**src/rtl/alu_lockstep_checker_pkg.sv**
```systemverilog
// ---------------------------------------------------------------------------
// alu_lockstep_checker_pkg
//   Shared constants for the lockstep ALU checker: lane opcodes, checker FSM
//   state encodings, lane count and the width of the consecutive-mismatch
//   counter.
//   Ports: none (package).
// ---------------------------------------------------------------------------
package alu_lockstep_checker_pkg;

   // Lane opcodes
   localparam logic [1:0] OP_ADD = 2'b00;
   localparam logic [1:0] OP_SUB = 2'b01;
   localparam logic [1:0] OP_AND = 2'b10;
   localparam logic [1:0] OP_XOR = 2'b11;

   // Checker FSM state encodings (visible on state_o)
   localparam logic [1:0] ST_IDLE  = 2'b00;
   localparam logic [1:0] ST_RUN   = 2'b01;
   localparam logic [1:0] ST_FAULT = 2'b10;

   // Two redundant lanes compared against each other
   localparam int LANES = 2;

   // Consecutive-mismatch counter width; THRESH tops out at 255
   localparam int CONSEC_W = 8;

endpackage

```
**src/rtl/alu_lockstep_checker_alu_lane.sv**
```systemverilog
// ---------------------------------------------------------------------------
// alu_lane
//   Purely combinational single-lane ALU used by the lockstep checker.
//   Ports:
//     a, b    : WIDTH-bit operands
//     sel     : opcode (ADD, SUB, AND, XOR)
//     result  : WIDTH-bit result (modulo 2^WIDTH)
//     carry   : ADD carry-out, SUB borrow (a < b), 0 for logic ops
// ---------------------------------------------------------------------------
module alu_lane
   import alu_lockstep_checker_pkg::*;
#(
   parameter int WIDTH = 4
) (
   input  logic [WIDTH-1:0] a,
   input  logic [WIDTH-1:0] b,
   input  logic [1:0]       sel,
   output logic [WIDTH-1:0] result,
   output logic             carry
);

   logic [WIDTH:0] sum_ext;
   logic [WIDTH:0] dif_ext;

   // One extra bit: MSB of the sum is the carry, MSB of the zero-extended
   // difference is set exactly when a < b, i.e. the borrow.
   assign sum_ext = {1'b0, a} + {1'b0, b};
   assign dif_ext = {1'b0, a} - {1'b0, b};

   always_comb begin
      result = '0;
      carry  = 1'b0;
      case (sel)
         OP_ADD: begin
            result = sum_ext[WIDTH-1:0];
            carry  = sum_ext[WIDTH];
         end
         OP_SUB: begin
            result = dif_ext[WIDTH-1:0];
            carry  = dif_ext[WIDTH];
         end
         OP_AND: result = a & b;
         OP_XOR: result = a ^ b;
         default: begin
            result = '0;
            carry  = 1'b0;
         end
      endcase
   end

endmodule

```
**config.mk**
```make
export PLATFORM = sky130hd
export DESIGN_NAME = alu_lane
export DESIGN_NICKNAME = d
export VERILOG_FILES = /design/src/rtl/alu_lockstep_checker_pkg.sv /design/src/rtl/alu_lockstep_checker_alu_lane.sv
export SDC_FILE = /design/constraint.sdc
export NUM_CORES = 1
export LEC_CHECK = 0
export ABC_AREA = 0
export BUFFER_PORTS_ARGS = -buffer_cell sky130_fd_sc_hd__buf_4
export CORE_AREA = 5 5 42 44
export DETAILED_ROUTE_END_ITERATION = 16
export DIE_AREA = 0 0 47 49
export PLACE_DENSITY_LB_ADDON = 0.25
export SKIP_LAST_GASP = 1
export SYNTH_ARGS = -nofsm -noshare
export SYNTH_HDL_FRONTEND = slang
export SYNTH_SLANG_ARGS = --single-unit
```
**constraint.sdc**
```tcl
create_clock -name vclk -period 1.8
set_clock_uncertainty 0.05 [all_clocks]
set_input_delay 0.09 -clock vclk [all_inputs]
set_output_delay 0.09 -clock vclk [all_outputs]
set_load 0.01 [all_outputs]
```
### After elaboration in Yosys (flattened, before gate mapping)

Cells that the tools add are included.

* output and inout port bits: 5
* register bits after elaboration: 0
* input port bits: 10

* muxes and demuxes: 2
* add/sub/neg operators: 2
* reductions and logical operators: 1
* bitwise logic cells: 2
* equal/unequal tests: 3

Operators by type and width (count)
* $pmux 4 s4: 1
* $add 4x4->5: 1
* $sub 4x4->5: 1
* $and 4x4->4: 1
* $eq 2x2->1 const B: 2
* $xor 4x4->4: 1
* $eq 2x1->1 const B: 1
* $logic_not 2->1: 1
* $pmux 1 s2: 1

### Logic depth before layout (Yosys ltp)

* depth in word-level cells: 2
* mapped depth: 7

### Least setup slack after synthesis

No wires, ideal clock.

* path kind: in2out
* start: in a[0]
* end: out result[1]
* slack: 334 ps
* path buffers: 0
* arrival time: 1326 ps
* stages: 5
* required time: 1660 ps
* path through: inv_1 > ha_1 > fa_1 > inv_1 > mux4_2

* cells in the longest elaborated chain, start to end: 2
* elaborated cells between the ends (all ways): 3
* classes of those cells: add/sub (2); mux (1)

Ends and longest elaborated chain
* from (decl): line alu_lockstep_checker_alu_lane.sv:15 `input logic [WIDTH-1:0] a,`
* $sub 4x4->5 or $add 4x4->5 (tied branches): line alu_lockstep_checker_alu_lane.sv:28, alu_lockstep_checker_alu_lane.sv:27
* $pmux 4 s4 (*): line alu_lockstep_checker_alu_lane.sv:33 `case (sel)`
* to (decl): line alu_lockstep_checker_alu_lane.sv:18 `output logic [WIDTH-1:0] result,`

Every way passes the cells marked *; elsewhere a longest branch is shown, timed or not.

### Worst setup path in the final report

Ends and elaborated chain as after synthesis.

==> results by group <==
Worst setup path
  • Crit path required time: 1.66 ns
  • WS Path Type: input pin to output pin
  • CP Cell Sequence: buf_4 > inv_1 > ha_1 > fa_1 > inv_1 > mux4_2 > buf_4
  • Crit path max-delay family: adder cells
  • CP bufs+invs: 4
  • CP max FO: 2
  • Worst setup SP type: input pin
  • Largest stage delay, worst path: 0.49 ns
  • Critical path endpoint category: output pin
  • Arr. time, crit path: 1.56 ns
  • Critical path's slowest cell: fa_1

Cells and area
  • Commonest non-fill, non-tap cell in the layout: buf_4
  • Final Cell Area: 516.7 um2
  • Register cell area after layout: 0 um2
  • N_diodes: 0
  • Most frequent cells in the layout: buf_4 (15), ha_1 (8), inv_1 (7)
  • Area Growth Syn to Fin: 32.80%
  • Filler Cell Count: 160
  • Layout clock buffer count: 0
  • Layout cell share with drive strength beyond 1: 31.15%
  • Multi-input combinational cell area: 354.1 um2
  • Post-layout net count: 83
  • Sequential cell count: 0

Yosys
  • Post-Synthesis Cells: 47
  • Synthesized area: 389.1 um2
  • Synth Warn #: 0
  • Post-synthesis sequential area ratio: 0%
  • Syn Area/Cell: 8.279 um2
  • Mapped Nets: 67
  • Netlist cell types: 20

Clocking
  • Hold-fix buffers at CTS: 0
  • Post_cts resized: 0
  • Post-CTS Setup Bufs: 0

Placement
  • Number of I/O port buffers: 15
  • RePlAce Congestion: 0.7437
  • Placed Area: 516.7 um2
  • Half-perimeter wire length after placement: 742.4 um

Timing
  • Final-report setup violation count: 0
  • TNS Setup: 0 ns
  • Final Critical Period: 1.697 ns
  • RSZ-0062 raised after global routing: no
  • Slew @ Worst Pin: 0.2484 ns
  • Max Fclk: 589.2 MHz
  • Fin crit share: 94.29%
  • Slew margin rel.: 83.34%
  • Final Max Slew Viols: 0
  • Endpoints failing hold: 0

Routing
  • Detailed-route via count: 377
  • ANT nets after route: 0
  • DRC viols: 0
  • Routed wire length: 853 um
  • DR WL/cell: 11.08 um
  • Post-DR vias/cell: 4.896
  • Initial DRC Count: 7
  • DRT Pass-1 Iters: 4

GRT
  • Vias in the first global route: 358
  • First-pass GRT wire length: 1566 um
  • Largest net degree at the start of global routing: 11
  • Antenna violations before repair: 0
  • Total gr overflow: 0
  • GRT Total Usage: 8.310%

Outcome
  • Outcome: finished clean

Floorplan
  • Initial core utilization: 27.77%
  • Die width: 47 um
  • Die area: 2303 um2
  • Core area: 1401 um2
  • Chip Height: 49 um
  • Row count: 14
  • I/O pin count: 15

Flow run
  • Max Cap Viol: 0

Pwr
  • Peak VDD IR: 0.09590 mV
  • PD cells: 301.5 nW/um2
  • Leak pwr: 0.2659 nW

Min path
  • Hold WC Path Type: input pin to output pin
==> worst paths after layout <==
kind	startpoint	depth (start not counted)	end
hold / removal	sel[1]	3	carry
setup / recovery	a[0]	7	result[1]
==> layout make-up <==
cell class	instances	share of cell area, %
inverters	8	5.811
multi-input cells	38	68.52
well taps	16	3.874
repair buffers	15	21.79
==> routing by layer <==
layer  vias to the layer above  wire length, um  track usage [%]
met3                         0               30           0.3690
met5                         -                0                0
li1                        192                -                -
met1                       175              369            11.87
met2                        10              452            14.25
met4                         0                0                0
==> synth_stat cells <==
library cell  n  area, um2
ha_1          8      100.1
inv_1         7      26.28
a21oi_1       5      25.02
nor2_1        4      15.01
nand2b_1      3      18.77
a221oi_1      2      17.52
fa_1          2      40.04
mux2i_1       2      20.02
nor2b_1       2      12.51
xor2_1        2      17.52
a211oi_1      1      7.510
a221o_1       1      10.01
buf_2         1      5.000
inv_2         1      3.750
mux4_2        1      22.52
nand3b_1      1      7.510
nor3b_1       1      7.510
o21ai_0       1      5.000
o31ai_4       1      21.27
or2_2         1      6.260
==> cell families (layout without fill, tap and decap cells) <==
| group | after synthesis | count (layout) | synth area share, % |
|---|---|---|---|
| and+or+nand+nor | 12 | 12 | 17.36 |
| AOI/OAI and AO/OA | 11 | 11 | 22.19 |
| adders and majority gates | 10 | 10 | 36.01 |
| buffers and inverters | 9 | 23 | 9.002 |
| muxes | 3 | 3 | 10.93 |
| xor gates and xnor gates | 2 | 2 | 4.502 |
==> report_power, final <==
group	switching [mW]	internal, mW	leakage, nW
registers	0	0	0
logic	0.0750	0.0808	0.266
clock network	0	0	0
total	0.0750	0.0808	0.266
==> through the flow <==
step	utilization, %	total power, mW	setup slack (ns)	hold WS [ns]	cells
finish	36.88	0.1558	0.1028	0.4627	77
detailed placement	36.88	0.1578	0.09322	0.4589	77
global route	36.88	0.1746	0.04106	0.4901	77
CTS	36.88	0.1581	0.09359	0.4588	77
global placement	36.88	0.1565	0.1168	0.4620	77
floorplan	-	0.09572	0.3339	0.1790	47
Power figures use the tool's default switching activity.
